## config.mk

```make
export PLATFORM = sky130hd
export DESIGN_NAME = mod_inv_seq
export DESIGN_NICKNAME = d
export VERILOG_FILES = /design/src/rtl/mod_inv_seq.sv
export SDC_FILE = /design/constraint.sdc
export NUM_CORES = 2
export LEC_CHECK = 0
export ABC_AREA = 1
export CORE_MARGIN = 4
export CORE_UTILIZATION = 30
export CTS_CLUSTER_SIZE = 8
export DETAILED_ROUTE_END_ITERATION = 16
export PLACE_DENSITY = 0.41
export SLEW_MARGIN = 15
export SYNTH_ARGS = -nofsm -noshare
export SYNTH_HDL_FRONTEND = slang
export SYNTH_SLANG_ARGS = --single-unit
```

## constraint.sdc

```tcl
create_clock -name clk -period 7.7 [get_ports clk]
set_input_delay 1.54 -clock clk [delete_from_list [all_inputs] [get_ports clk]]
set_output_delay 1.54 -clock clk [all_outputs]
set_load 0.01 [all_outputs]
```

## src/rtl/mod_inv_seq.sv

```systemverilog
// -----------------------------------------------------------------------------
// mod_inv_seq
// Sequential modular inverse: out_data = in_a^-1 mod in_m. It uses the binary
// extended Euclid algorithm, with one halving or one subtraction per cycle.
//
// Optional feature macro: MOD_INV_CYCLE_CNT_EN
//   When defined, an operation counter is built and the out_cycles port exists.
//   The counter saturates at 4*MOD_W. Timing is the same with or without it.
//
// Ports
//   clk         clock, single domain
//   a_rst_n     asynchronous active-low reset
//   in_vld      request valid
//   in_rdy      request ready, high while idle
//   in_a        operand a
//   in_m        modulus m, must be odd
//   in_id       request tag, returned on out_id
//   out_vld     result valid, held until out_rdy
//   out_rdy     result ready
//   out_data    a^-1 mod m, or 0 on error
//   out_err     no inverse exists, or the request was invalid
//   out_id      tag of the request
//   out_cycles  number of halve/subtract operations (macro builds only)
// -----------------------------------------------------------------------------
module mod_inv_seq #(
  parameter int MOD_W = 64,
  parameter int ID_W  = 8
`ifdef MOD_INV_CYCLE_CNT_EN
  ,
  localparam int CNT_W = $clog2(4*MOD_W+1)
`endif
) (
  input  logic             clk,
  input  logic             a_rst_n,
  input  logic             in_vld,
  output logic             in_rdy,
  input  logic [MOD_W-1:0] in_a,
  input  logic [MOD_W-1:0] in_m,
  input  logic [ID_W-1:0]  in_id,
  output logic             out_vld,
  input  logic             out_rdy,
  output logic [MOD_W-1:0] out_data,
  output logic             out_err,
  output logic [ID_W-1:0]  out_id
`ifdef MOD_INV_CYCLE_CNT_EN
  ,
  output logic [CNT_W-1:0] out_cycles
`endif
);

  localparam logic [MOD_W-1:0] ZERO = {MOD_W{1'b0}};
  localparam logic [MOD_W-1:0] ONE  = {{(MOD_W-1){1'b0}}, 1'b1};
`ifdef MOD_INV_CYCLE_CNT_EN
  localparam logic [CNT_W-1:0] CNT_MAX = CNT_W'(4*MOD_W);
  localparam logic [CNT_W-1:0] CNT_ONE = {{(CNT_W-1){1'b0}}, 1'b1};
`endif

  // FIN is a one-cycle settle stage between the decision and the
  // presentation of the result. It makes out_vld rise k+2 cycles after the
  // accept edge.
  typedef enum logic [1:0] {IDLE = 2'd0, CALC = 2'd1, FIN = 2'd2, DONE = 2'd3} state_t;

  state_t           state_r, state_s;
  logic [MOD_W-1:0] u_r, v_r, x1_r, x2_r, m_r;
  logic [MOD_W-1:0] u_s, v_s, x1_s, x2_s;
  logic             err_r;
  logic [ID_W-1:0]  id_r;
  logic             fin_s;
  logic [MOD_W-1:0] res_data_s;
  logic             res_err_s;
  logic [MOD_W-1:0] out_data_r;
  logic             out_err_r;
  logic [ID_W-1:0]  out_id_r;
`ifdef MOD_INV_CYCLE_CNT_EN
  logic [CNT_W-1:0] cnt_r, out_cycles_r;
`endif

  // half(x) = x/2 mod m, for odd m. An odd x adds (m+1)/2, which is written as
  // (m>>1)+1. This form cannot overflow when m = 2^MOD_W-1.
  function automatic logic [MOD_W-1:0] half_mod(input logic [MOD_W-1:0] x,
                                                input logic [MOD_W-1:0] m);
    logic [MOD_W:0] sum;
    if (x[0]) begin
      sum = {1'b0, x >> 1} + {2'b00, m[MOD_W-1:1]} + {{MOD_W{1'b0}}, 1'b1};
    end else begin
      sum = {1'b0, x >> 1};
    end
    return sum[MOD_W-1:0];
  endfunction

  // msub(x,y) = (x - y) mod m. It uses one extra bit to detect a borrow.
  function automatic logic [MOD_W-1:0] msub_mod(input logic [MOD_W-1:0] x,
                                                input logic [MOD_W-1:0] y,
                                                input logic [MOD_W-1:0] m);
    logic [MOD_W:0] diff;
    diff = {1'b0, x} - {1'b0, y};
    if (diff[MOD_W]) begin
      diff = diff + {1'b0, m};
    end else begin
      diff = diff;
    end
    return diff[MOD_W-1:0];
  endfunction

  assign in_rdy   = (state_r == IDLE);
  assign out_vld  = (state_r == DONE);
  assign out_data = out_data_r;
  assign out_err  = out_err_r;
  assign out_id   = out_id_r;
`ifdef MOD_INV_CYCLE_CNT_EN
  assign out_cycles = out_cycles_r;
`endif

  // Next state and one Euclid step. In CALC, the first matching rule wins.
  always_comb begin
    state_s    = state_r;
    u_s        = u_r;
    v_s        = v_r;
    x1_s       = x1_r;
    x2_s       = x2_r;
    fin_s      = 1'b0;
    res_data_s = ZERO;
    res_err_s  = 1'b0;
    case (state_r)
      IDLE: begin
        if (in_vld) state_s = CALC;
        else        state_s = IDLE;
      end
      CALC: begin
        if (err_r) begin
          fin_s     = 1'b1;
          res_err_s = 1'b1;
        end else if (v_r == ONE) begin
          fin_s      = 1'b1;
          res_data_s = x2_r;
        end else if (u_r == ONE) begin
          fin_s      = 1'b1;
          res_data_s = x1_r;
        end else if ((u_r == ZERO) || (v_r == ZERO)) begin
          fin_s     = 1'b1;   // gcd(a,m) != 1
          res_err_s = 1'b1;
        end else if (!u_r[0]) begin
          u_s  = u_r >> 1;
          x1_s = half_mod(x1_r, m_r);
        end else if (!v_r[0]) begin
          v_s  = v_r >> 1;
          x2_s = half_mod(x2_r, m_r);
        end else if (u_r >= v_r) begin
          u_s  = u_r - v_r;
          x1_s = msub_mod(x1_r, x2_r, m_r);
        end else begin
          v_s  = v_r - u_r;
          x2_s = msub_mod(x2_r, x1_r, m_r);
        end
        if (fin_s) state_s = FIN;
        else       state_s = CALC;
      end
      FIN: begin
        state_s = DONE;
      end
      DONE: begin
        if (out_rdy) state_s = IDLE;
        else         state_s = DONE;
      end
      default: begin
        state_s = IDLE;
      end
    endcase
  end

  // State, working registers and held output registers.
  always_ff @(posedge clk or negedge a_rst_n) begin
    if (!a_rst_n) begin
      state_r    <= IDLE;
      u_r        <= ZERO;
      v_r        <= ZERO;
      x1_r       <= ZERO;
      x2_r       <= ZERO;
      m_r        <= ZERO;
      err_r      <= 1'b0;
      id_r       <= {ID_W{1'b0}};
      out_data_r <= ZERO;
      out_err_r  <= 1'b0;
      out_id_r   <= {ID_W{1'b0}};
`ifdef MOD_INV_CYCLE_CNT_EN
      cnt_r        <= {CNT_W{1'b0}};
      out_cycles_r <= {CNT_W{1'b0}};
`endif
    end else begin
      state_r <= state_s;
      case (state_r)
        IDLE: begin
          if (in_vld) begin
            u_r   <= in_a;
            v_r   <= in_m;
            x1_r  <= ONE;
            x2_r  <= ZERO;
            m_r   <= in_m;
            id_r  <= in_id;
            err_r <= (!in_m[0]) || (in_a == ZERO) || (in_a >= in_m);
`ifdef MOD_INV_CYCLE_CNT_EN
            cnt_r <= {CNT_W{1'b0}};
`endif
          end
        end
        CALC: begin
          u_r  <= u_s;
          v_r  <= v_s;
          x1_r <= x1_s;
          x2_r <= x2_s;
          if (fin_s) begin
            out_data_r <= res_data_s;
            out_err_r  <= res_err_s;
            out_id_r   <= id_r;
`ifdef MOD_INV_CYCLE_CNT_EN
            out_cycles_r <= cnt_r;
`endif
          end
`ifdef MOD_INV_CYCLE_CNT_EN
          // Every non-final CALC cycle is one halve or subtract operation.
          if (!fin_s && (cnt_r != CNT_MAX)) cnt_r <= cnt_r + CNT_ONE;
`endif
        end
        default: begin
        end
      endcase
    end
  end

endmodule

```

==> flow_summary.ini <==
[synth]
synth_area_leader_cell = nand2_1
yosys_most_used_dff = dfrtp_1
yosysWarningCount = 0
ys_ff_latch = 404
postSynthAreaPerCell_um2 = 5.41
synth_nets = 13000
synthCells = 12200
syn-cell-area_um2 = 66200
synth_top_area_share_pct = 25.9
synth-edff-count = 0
synth.area.top_cells = nand2_1, dfrtp_1, inv_1
ys_async_sr_fraction_pct = 100
yosysUniqueCellTypes = 51
yosysSeqAreaShare_pct = 15.3

[critical_path]
end_kind = flip-flop
r2r-start = x1_r[0]
rr_worst_depth = 30
path_class = flip-flop to flip-flop
worst_path_max_delay_cell = ha_1
startpoint = x1_r[0]
cp_max_fo = 51
rrSetupSlack_ns = 0.39
crit_path_start_kind = flip-flop
cpPeakStageDelay_ns = 0.63
timing.rr.end = x2_r[51]
required_ns = 8.29
cp.arrival_ns = 7.90
path_common_cell = nand2_1

[placed_design]
port_buffers = 214
placed_cell_area_um2 = 71800
gp_congestion = 1.11
hpwl_um = 411000

[global_routing]
grt_pass1_wl_um = 646000
grt_overflow_total = 0
track_usage_pct = 40.5
grt_use_met3_pct = 6.51
antenna_found_initial = 29
met1_usage_pct = 46.7
grt_pass1_vias = 79800
top_usage_layer = met2
gr-usage-met2_pct = 65.4
grt_max_degree = 110

[run]
drv_cap = 0

[outcome]
status = complete, no violations

[finish]
synthToLayoutAreaGrowth_pct = 11.7
nNetsFinal = 13100
fin_util_pct = 33.7
final_layout_size_suffix_gt1_share_pct = 2.72
stdcell_area_um2 = 73900

[floorplanning]
initial_core_util_pct = 30.1
die_area_um2 = 228000
io_pins = 215
rows = 172
die_w_um = 478
die_h_um = 478
core_area_um2 = 220000

[cts]
clkLatencyLatePin_ns = 0.75
cts_resized = 0
cts_tree = built
cts_htree_levels = 3
root_buffer = clkbuf_16
cts-buffers-inserted = 68
ctsHoldBuffers = 0
clock-sinks = 404
post_cts_buffers = 0
clk_path_buf_depth = 3
path_clk_slew_ns = 0.06

[sta]
fin_crit_ns = 7.31
hold_viol = 0
setup_viol = 0
worst_slew_pin_slew_ns = 1.29
fmax_mhz = 137
skew_ns = 0.0526
holdWs_ns = 0.475
fin_setup_tns_ns = 0
slew_violations = 0
fin_crit_sh_pct = 95.0
slew_headroom_pct = 13.5
rsz0062_at_grt = false

[route]
ant_nets = 0
wl_per_cell_um = 31.4
firstDrtPassIters = 9
num_vias = 84300
drt_iter0_drc = 10200
drt_wl_total_um = 481000
remaining_drc_errors = 0
via_per_inst = 5.51

[hold_path]
worstHoldStart = id_r[0]
hold_depth = 2
min_to = out_id[0]
min_path_type = flip-flop to flip-flop
## how the worst max path moves through the flow
| stage | to | slack, ns | cells after the start |
|---|---|---|---|
| after floorplan | x2_r[55] | 3.47 | 29 |
| after global placement | x2_r[63] | 0.72 | 26 |
| after detailed placement | x2_r[51] | 0.75 | 30 |
| after CTS | x2_r[51] | 0.67 | 30 |
| after global routing | x1_r[33] | 0.36 | 26 |
| final | x2_r[51] | 0.39 | 30 |
## metal layers
metal | share of wire, % | vias up
met1 | 37 | 40000
met5 | 0.0054 | -
li1 | - | 38800
met3 | 7.6 | 1092
met2 | 45 | 4417
met4 | 10 | 4
## synthesized netlist by cell type (2+ instances only)
library cell  number
a21boi_0           8
a21o_1            16
a21oi_1          849
a21oi_2            4
a22oi_1           27
a31oi_1            5
and2_1            41
and3_1             5
buf_1             22
buf_2             51
buf_4             21
buf_6             21
clkbuf_1         171
clkbuf_2           9
clkinv_1           4
dfrtp_1          404
fa_1               8
ha_1             585
inv_1           2097
inv_2             20
nand2_1         4568
nand2_2           14
nand2_4            6
nand3_1          894
nand3_2            3
nand3b_1          51
nand4_1          161
nand4_2            2
nor2_1           971
nor2_2             9
nor2_4             7
nor3_1            76
nor4_1            23
o211ai_1          20
o21a_1            12
o21ai_0          589
o21ai_1           65
o21bai_1          90
o22ai_1           19
o31ai_1           57
or2_2             16
xnor2_1           63
xor2_1           137
## kinds of logic after synthesis
kind of cell             share of synthesized area, %
adder cells (fa/ha/maj)                          11.3
AO/OA/AOI/OAI                                    14.3
buffers and inverters                            14.2
XOR/XNOR                                         2.65
AND/OR/NAND/NOR                                  42.3
flip-flops                                       15.3
## cells in the final DEF, fill, tap and decap left out, types with 51 or more instances in the layout
cell type and count:
nand4_1 161, inv_1 2096, o21ai_1 71, o21ai_0 582, o21bai_1 90, a21oi_1 849
clkbuf_16 68, ha_1 585, nor2_1 967, dfrtp_1 400, xor2_1 137, nor3_1 76
buf_4 140, clkdlybuf4s50_1 213, nand3b_1 51, xnor2_1 63, o31ai_1 57, nand3_1 894
nand2_1 4565
## critical path: cells and delay by family, from the launching register on
kind	cells	cell delay, ns
adder cells (fa/ha/maj)	3	1.62
buffers and inverters	4	0.91
flip-flops	1	0.36
AND/OR/NAND/NOR	23	4.27
## metrics by stage
step,setup WS [ns],std cells
2_1_floorplan,3.47,12200
3_3_place_gp,0.719,15200
3_5_place_dp,0.749,15200
4_1_cts,0.670,15300
5_1_grt,0.359,15300
6_report,0.387,15300
## state kept, by name (all words and copies together), names as in the netlist
signal and flops:
m_r 64, err_r 1, x2_r 64, out_data 64
id_r 8, state_r 2, u_r 64, out_id 8
x1_r 64, v_r 64, out_err 1
## area by class of cell
class / instances / area, um^2
tap: 2871 / 3590
multi-input combinational: 9409 / 46800
clock buffer: 93 / 1880
antenna: 34 / 85.1
timing repair buffer: 359 / 3300
fill: 25600 / 146000
clock inverter: 16 / 230
sequential: 404 / 10100
inverter: 2121 / 7970
Power is left out: the tool's default activity adds up to more than one toggle a clock period on the data nets, which glitch-free logic cannot reach.
